`src/rtl/aes_pkg.sv`:
```
// Shared AES definitions: controller FSM encoding, round constants and the
// forward S-box used by the final-round datapath.
package aes_pkg;

  typedef enum logic [1:0] {
    ST_IDLE,
    ST_ROUND,
    ST_FINAL,
    ST_DONE
  } state_e;

  localparam int AES_ROUNDS = 10;
  localparam int RC_W       = 4;

  // Row n of the table holds S-box entries 16*n .. 16*n+15, first entry in the MSBs.
  localparam logic [2047:0] SBOX_TABLE = {
    128'h637c777bf26b6fc53001672bfed7ab76,
    128'hca82c97dfa5947f0add4a2af9ca472c0,
    128'hb7fd9326363ff7cc34a5e5f171d83115,
    128'h04c723c31896059a071280e2eb27b275,
    128'h09832c1a1b6e5aa0523bd6b329e32f84,
    128'h53d100ed20fcb15b6acbbe394a4c58cf,
    128'hd0efaafb434d338545f9027f503c9fa8,
    128'h51a3408f929d38f5bcb6da2110fff3d2,
    128'hcd0c13ec5f974417c4a77e3d645d1973,
    128'h60814fdc222a908846eeb814de5e0bdb,
    128'he0323a0a4906245cc2d3ac629195e479,
    128'he7c8376d8dd54ea96c56f4ea657aae08,
    128'hba78252e1ca6b4c6e8dd741f4bbd8b8a,
    128'h703eb5664803f60e613557b986c11d9e,
    128'he1f8981169d98e949b1e87e9ce5528df,
    128'h8ca1890dbfe6426841992d0fb054bb16
  };

  function automatic logic [7:0] sbox(input logic [7:0] b);
    return SBOX_TABLE[2047 - 8*int'(b) -: 8];
  endfunction

endpackage

```
`src/rtl/final_round.sv`:
```
// Last AES round without MixColumns: SubBytes, ShiftRows, then AddRoundKey.
// Byte i of the state sits in bits [127-8i -: 8], column-major (i = 4*col + row).
module final_round
  import aes_pkg::*;
(
  input  logic [127:0] state_i,
  input  logic [127:0] key_i,
  output logic [127:0] result_o
);

  // Row r rotates left by r columns, so output (row r, col c) takes input column (c+r) mod 4.
  for (genvar c = 0; c < 4; c++) begin : g_col
    for (genvar r = 0; r < 4; r++) begin : g_row
      localparam int DST = 127 - 8*(4*c + r);
      localparam int SRC = 127 - 8*(4*((c + r) % 4) + r);
      assign result_o[DST -: 8] = sbox(state_i[SRC -: 8]) ^ key_i[DST -: 8];
    end
  end

endmodule

```
`src/rtl/aes_round_ctrl.sv`:
```
// AES-128 encryption sequencer: drives an external round stage for rounds 1..9,
// performs the final round locally and presents the registered ciphertext.
module aes_round_ctrl
  import aes_pkg::*;
#(
  parameter int ROUND_LAT = 1
) (
  input  logic            clk,
  input  logic            rst,
  input  logic            start,
  output logic            ready,
  input  logic [127:0]    pt,
  input  logic [127:0]    key,
  output logic [RC_W-1:0] rc,
  output logic [127:0]    rnd_data,
  output logic [127:0]    rnd_key,
  input  logic [127:0]    rnd_out,
  input  logic [127:0]    rnd_key_in,
  output logic [127:0]    ct,
  output logic            done
);

  localparam logic [3:0]      LAST_WAIT = 4'(ROUND_LAT - 1);
  localparam logic [RC_W-1:0] LAST_RC   = RC_W'(AES_ROUNDS - 1);

  state_e          state_q, state_d;
  logic            ready_q, ready_d;
  logic            done_q, done_d;
  logic [RC_W-1:0] rc_q, rc_d;
  logic [3:0]      wait_q, wait_d;
  logic [127:0]    data_q, data_d;
  logic [127:0]    key_q, key_d;
  logic [127:0]    ct_q, ct_d;
  logic [127:0]    final_res;
  logic            accept;
  logic            round_end;

  final_round u_final_round (
    .state_i  (data_q),
    .key_i    (rnd_key_in),
    .result_o (final_res)
  );

  // ready_q is only ever set while idle, so it doubles as the accept qualifier.
  assign accept    = start && ready_q;
  assign round_end = (wait_q == LAST_WAIT);

  always_comb begin
    // NOTE: every next-state signal gets a default first, so no path can infer a latch.
    state_d = state_q;
    ready_d = 1'b0;
    done_d  = 1'b0;
    rc_d    = rc_q;
    wait_d  = wait_q;
    data_d  = data_q;
    key_d   = key_q;
    ct_d    = ct_q;

    case (state_q)
      ST_IDLE: begin
        ready_d = !accept;
        if (accept) begin
          state_d = ST_ROUND;
          data_d  = pt ^ key;
          key_d   = key;
          rc_d    = RC_W'(1);
          wait_d  = 4'd0;
        end
      end
      ST_ROUND: begin
        if (round_end) begin
          data_d = rnd_out;
          key_d  = rnd_key_in;
          rc_d   = rc_q + RC_W'(1);
          wait_d = 4'd0;
          if (rc_q == LAST_RC) state_d = ST_FINAL;
        end else begin
          wait_d = wait_q + 4'd1;
        end
      end
      ST_FINAL: begin
        // Park the ciphertext in the state register; ct only moves on the done edge.
        if (round_end) begin
          data_d  = final_res;
          rc_d    = '0;
          wait_d  = 4'd0;
          state_d = ST_DONE;
        end else begin
          wait_d = wait_q + 4'd1;
        end
      end
      ST_DONE: begin
        ct_d    = data_q;
        done_d  = 1'b1;
        state_d = ST_IDLE;
      end
      default: state_d = ST_IDLE;
    endcase
  end

  always_ff @(posedge clk) begin
    // NOTE: the datapath registers are cleared too, so an aborted operation leaves nothing behind.
    if (rst) begin
      state_q <= ST_IDLE;
      ready_q <= 1'b0;
      done_q  <= 1'b0;
      rc_q    <= '0;
      wait_q  <= 4'd0;
      data_q  <= '0;
      key_q   <= '0;
      ct_q    <= '0;
    end else begin
      // NOTE: non-blocking updates keep every register reading pre-edge values.
      state_q <= state_d;
      ready_q <= ready_d;
      done_q  <= done_d;
      rc_q    <= rc_d;
      wait_q  <= wait_d;
      data_q  <= data_d;
      key_q   <= key_d;
      ct_q    <= ct_d;
    end
  end

  assign ready    = ready_q;
  assign done     = done_q;
  assign rc       = rc_q;
  assign ct       = ct_q;
  assign rnd_data = data_q;
  assign rnd_key  = key_q;

endmodule
```
`config.mk`:
```
export PLATFORM = sky130hd
export DESIGN_NAME = aes_round_ctrl
export DESIGN_NICKNAME = d
export VERILOG_FILES = /design/src/rtl/aes_pkg.sv /design/src/rtl/final_round.sv /design/src/rtl/aes_round_ctrl.sv
export SDC_FILE = /design/constraint.sdc
export NUM_CORES = 2
export LEC_CHECK = 0
export ABC_AREA = 0
export BUFFER_PORTS_ARGS = -buffer_cell sky130_fd_sc_hd__clkbuf_2
export CORE_AREA = 4 4 499 501
export CTS_CLUSTER_SIZE = 28
export DETAILED_ROUTE_END_ITERATION = 6
export DIE_AREA = 0 0 503 505
export HOLD_SLACK_MARGIN = 0.02
export PLACE_DENSITY = 0.53
export SLEW_MARGIN = 20
export SYNTH_ARGS = -nofsm -noshare
export SYNTH_HDL_FRONTEND = slang
export SYNTH_HIERARCHICAL = 1
export SYNTH_SLANG_ARGS = --single-unit
export TNS_END_PERCENT = 10
```
`constraint.sdc`:
```
create_clock -name clk -period 4.59 [get_ports clk]
set_clock_uncertainty 0.1 [all_clocks]
set_input_delay 0.918 -clock clk [delete_from_list [all_inputs] [get_ports clk]]
set_output_delay 0.918 -clock clk [all_outputs]
set_load 0.02 [all_outputs]
```
# After elaboration in Yosys (flattened, before gate mapping)

Cells that the tools add are included.

$add $sub $neg: 18
Equality and inequality tests: 8
Shift-type cells: 16
Multiplexer cells: 20
Bitwise logic cells: 18
Reductions and logical operators: 13

Operator list:

| kind                                                                            | number |
|---|---|
| 2055-bit by 32-bit indexed part select with 8-bit output (first input constant) | 16 |
| 128-bit two-way mux                                                             | 5 |
| 128-bit one-hot mux with 3 select lines                                         | 1 |
| 128-bit one-hot mux with 2 select lines                                         | 1 |
| 11-bit by 11-bit subtractor with 12-bit output (first input constant)           | 16 |
| 128-bit XOR                                                                     | 1 |
| 8-bit XOR                                                                       | 16 |
| 4-bit two-way mux                                                               | 5 |
| 4-bit one-hot mux with 3 select lines                                           | 1 |
| 4-bit by 1-bit adder with 4-bit output (second input constant)                  | 2 |
| 2-bit two-way mux                                                               | 4 |
| 2-bit != test (second input constant)                                           | 4 |
| 2-bit one-hot mux with 4 select lines                                           | 1 |
| 4-bit one-hot mux with 2 select lines                                           | 1 |
| 4-bit AND reduction                                                             | 2 |
| 2-bit equality test (second input constant)                                     | 2 |
| 4-bit equality test (second input constant)                                     | 1 |
| 4-bit logical NOT                                                               | 1 |
| 2-bit nonzero test                                                              | 2 |
| 2-bit OR reduction                                                              | 2 |
| 3-bit AND reduction                                                             | 1 |
| 3-bit nonzero test                                                              | 1 |
| 2-bit by 1-bit equality test with 1-bit output (second input constant)          | 1 |
| 2-bit logical NOT                                                               | 1 |
| other kinds (5)                                                                 | 5 |

Flip-flop bits (word level): 396
Input bits: 515
Output and inout bits: 390
Logic and storage cells: 101

# Logic depth before layout (Yosys ltp)

Depth after elaboration: 5
Gate-level depth with buffers: 17
Depth with buffers taken out: 13

# Hierarchy

Netlist, hierarchy kept.

By module, submodules not included:

| module         | instances | cells an instance | area each (µm²) | seq. area each (µm²) |
|---|---|---|---|---|
| final_round    | 1         | 8,809             | 54,607.4        | 0.0 |
| aes_round_ctrl | 1         | 2,065             | 18,312.6        | 7,927.6 |

# Worst setup path after synthesis

Ideal clock, no wire load.

Kind: reg-to-reg
From: register data_q[57] (netlist: rnd_data[57])
To: register data_q[63] (netlist: rnd_data[63])
Setup time: 132 ps
Data arrival time: 3,688 ps
Required time: 4,358 ps
Path slack: 669 ps
Cell stages (with the launch flop): 17
Path buffers: 3
Clock period less this slack: 3,921 ps
Cells stage by stage: dfxtp_1 clkbuf_1 clkbuf_1 inv_1 ha_1 or2_2 clkbuf_1 a21oi_1 a31oi_1 a22o_1 a2111oi_0 a311oi_1 xor2_1 a22oi_1 nand2_1 o211ai_1 a21oi_1

Cells in the longest elaborated chain, start to end: 5

RTL lines:

| element                                                  | line                  | source |
|---|---|---|
| start, declared                                          | aes_round_ctrl.sv:31  | `logic [127:0] data_q, data_d;` |
| start signal, assigned                                   | aes_round_ctrl.sv:119 | `data_q <= data_d;` |
| 11-bit by 11-bit subtractor with 12-bit output           | aes_pkg.sv:36         | `return SBOX_TABLE[2047 - 8*int'(b) -: 8];` |
| 2055-bit by 32-bit indexed part select with 8-bit output | aes_pkg.sv:36         |  |
| 8-bit XOR                                                | final_round.sv:16     | `assign result_o[DST -: 8] = sbox(state_i[SRC -: 8]) ^ key_i[DST -: 8];` |
| named net final_res[63]                                  | aes_round_ctrl.sv:34  | `logic [127:0] final_res;` |
| 128-bit two-way mux                                      | aes_round_ctrl.sv:83  | `if (round_end) begin` |
| 128-bit one-hot mux with 3 select lines                  | aes_round_ctrl.sv:59  | `case (state_q)` |

The timed path passes the listed nets, and every way through them passes these cells. The select of a mux whose other input is x is not followed.
A chain may end at the register's enable or synchronous reset.

# Final worst setup path

From: register data_q[89] (netlist: rnd_data[89])
To: register data_q[88] (netlist: rnd_data[88])

The elaborated chain is that of the path after synthesis.

==> results.py <==
metrics = {
    "clock_network": {
        "hold_buffers": 0,
        "htree_levels": 2,
        "clock-sinks": 396,
        "cts_buffer_depth": 3,
        "clock_latency_ns": 0.71,
        "cts_buffers": 55,
        "clk_pin_slew_ns": 0.06,
        "cts_resized": 0,
        "cts-root-buf": "clkbuf_16",
        "cts_tree": "yes",
        "cts_setup_buffers": 0,
    },
    "routing": {
        "drc": 11,
        "via_count": 96300,
        "ant_nets": 0,
        "vias_per_cell": 6.67,
        "drt_pass1_iterations": 7,
        "drt_iter0_drc": 18400,
        "wire_per_inst_um": 31.0,
        "wl_mm": 448,
    },
    "die": {
        "die_h_um": 505,
        "fp-row-count": 182,
        "initial_core_util_pct": 29.8,
        "dieArea_mm2": 0.254,
        "dieWidth_um": 503,
        "io-pin-count": 905,
        "core-area_mm2": 0.245,
    },
    "synth": {
        "avgSynthCellArea_um2": 6.71,
        "yosys-top-cells-count": "nand2_1 (1,023), nor2_1 (942), a21oi_1 (889), o21ai_0 (781), clkbuf_1 (659)",
        "yosysTopAreaCell": "dfxtp_1",
        "synth_cells": 10900,
        "synth-seq-cells": 396,
        "synth_top_area_share_pct": 10.9,
        "synth.distinct_cells": 108,
        "synth_top_family_by_area": "compound AO/OA/AOI/OAI gates",
        "synthesis.nets": 11600,
        "synth_mux_area_share_pct": 8.76,
        "ys_seq_area_share_pct": 10.9,
        "yosys.area_share.simple_pct": 24.8,
        "synth_async_sr_flop_share_pct": 0,
        "synthXorXnorAreaFrac_pct": 3.42,
        "ys_warn_count": 6,
        "synth_compound_gate_area_share_pct": 39.2,
        "ys.flop_type": "dfxtp_1",
        "synthAdderAreaFrac_pct": 4.30,
        "yosysMostFrequentCell": "nand2_1",
        "synthTopCellsByArea": "dfxtp_1 (11%), a21oi_1 (6.1%), o21ai_0 (5.4%), nand2_1 (5.3%), mux2i_1 (5.0%)",
        "synth_edf_count": 0,
        "netlist_area_mm2": 0.0729,
    },
    "placement": {
        "place_hpwl_mm": 327,
        "gp_congestion": 1.06,
        "io_buffers": 904,
    },
    "global_routing": {
        "grt_pass1_vias": 86800,
        "grt_antenna_before_repair": 31,
        "grt.overflow.total": 0,
        "grtUsageTotal_pct": 32.8,
        "grt_pass1_wl_mm": 636,
        "grt_max_degree": 146,
    },
    "setup_path": {
        "cp.buffers_inverters": 1,
        "cp_max_fo": 35,
        "arrival_ns": 4.74,
        "crit_path_start_kind": "flop",
        "setup.worst_path.end_class": "flop",
        "critical-path-max-stage-delay_ns": 0.55,
        "cp_slowest_cell": "ha_1",
        "path_delay_family": "compound AO/OA/AOI/OAI gates",
        "worstSetupPathType": "flop to flop",
        "required_ns": 5.05,
        "cp_cell_sequence": "buf_4, ha_1, nand2b_1, a21oi_1, nor2_1, o311ai_0, a21oi_1, o2bb2ai_1, xnor2_1, a22oi_1, nand2_1, o211ai_1, a21oi_1",
        "cpMostUsedCell": "a21oi_1",
    },
    "timing": {
        "setup_violations": 0,
        "tightest_slew_ns": 1.20,
        "slew_violations": 0,
        "period_minus_slack_ns": 4.28,
        "finalCritPeriodShare_pct": 93.3,
        "fmax_ghz": 0.234,
        "slew_headroom_pct": 20.2,
        "hold_violations": 0,
        "fin_tns_setup_ns": 0,
        "rsz0062_at_grt": "false",
    },
    "power": {
        "total_leakage_power_nw": 29.9,
        "peakVddDrop_mv": 0.362,
        "power_density_mw_per_mm2": 1010,
    },
    "final_layout": {
        "fill_cells": 26800,
        "finalNetCount": 11900,
        "layout-drive-gt1-share_pct": 17.7,
        "final_util_pct": 34.0,
        "synthToLayoutAreaGrowth_pct": 14.0,
    },
    "status": {
        "outcome": "finished with violations",
        "failed_checks": "design-rule violations",
    },
    "min_path": {
        "hold_class": "flop to flop",
    },
    "run": {
        "drv_cap": 0,
    },
}
-- layer usage --
layer | wire, um | global-route usage, % | vias to the layer above
met3 | 53600 | 7.58 | 1438
met1 | 172000 | 42.6 | 45500
met4 | 30400 | 17.6 | 10
met2 | 192000 | 50.1 | 7769
li1 | - | - | 41600
met5 | 58 | 0 | -
-- path summary, 6_finish.rpt --
kind,startpoint,depth (start not counted),slack [ns],to
max,rnd_data[89],13,0.31,rnd_data[88]
min,ct[56],2,0.39,ct[56]
max reg2reg,rnd_data[89],13,0.31,rnd_data[88]
min reg2reg,ct[56],2,0.39,ct[56]
-- state kept, by name, indices dropped and copies added (netlist names) --
register / count
rnd_key: 128
wait_q: 4
rc: 4
done: 1
ready: 1
rnd_data: 128
state_q: 2
ct: 128
-- cell usage in the layout (no fill, tap or decap), types with 263 or more instances in the layout --
cell type  synthesis  layout
o211ai_1         326     326
a31oi_1          264     264
a21oi_1          889     889
a211oi_1         343     342
nand3_1          359     359
nor2b_1          263     263
mux2i_1          365     363
nor3_1           372     372
nand2_1         1023    1023
nor2_1           942     942
clkbuf_2           1     903
nand2b_1         327     327
buf_4             41     555
o21ai_0          781     780
dfxtp_1          396     319
-- where the power goes --
| group | switching [mW] | internal, mW |
|---|---|---|
| sequential | 3.01 | 4.59 |
| clock | 1.97 | 2.68 |
| combinational | 47.3 | 24.1 |
| total | 52.2 | 31.4 |
-- kinds of logic after synthesis --
group                    count (synthesis)
buffers and inverters                 1463
adder cells (fa/ha/maj)                251
XOR/XNOR                               285
flip-flops                             396
AND/OR/NAND/NOR                       3785
multiplexers                           504
AO/OA/AOI/OAI                         4190
-- stage by stage --
step	worst slack [ns]	cells	hold WS, ns	area, um2	power, mW
2_1_floorplan	0.669	10900	0.362	72900	50.6
3_3_place_gp	0.420	14300	0.372	81200	77.2
3_5_place_dp	0.529	14300	0.381	81200	75.8
4_1_cts	0.444	14400	0.390	83100	80.8
5_1_grt	0.0406	14400	0.411	83100	87.4
6_report	0.309	14400	0.389	83100	83.6
-- worst reg2reg max path: stages (launching register included) --
cell and delay [ns]:
dfxtp_1 0.33, buf_4 0.43, ha_1 0.56, nand2b_1 0.40, a21oi_1 0.40, nor2_1 0.11, o311ai_0 0.31, a21oi_1 0.13
o2bb2ai_1 0.53, xnor2_1 0.17, a22oi_1 0.20, nand2_1 0.07, o211ai_1 0.28, a21oi_1 0.13
-- cell type report --
cell class	instances	area [um2]	area share (%)
multi-input cells	9015	58800	70.7
repair buffers	1510	9720	11.7
flip-flops and latches	396	8090	9.73
well taps	3220	4030	4.85
clock buffers	77	1550	1.86
inverters	173	649	0.781
clock inverters	19	274	0.330
diodes	24	60.1	0.0722
Power figures use the tool's default switching activity.
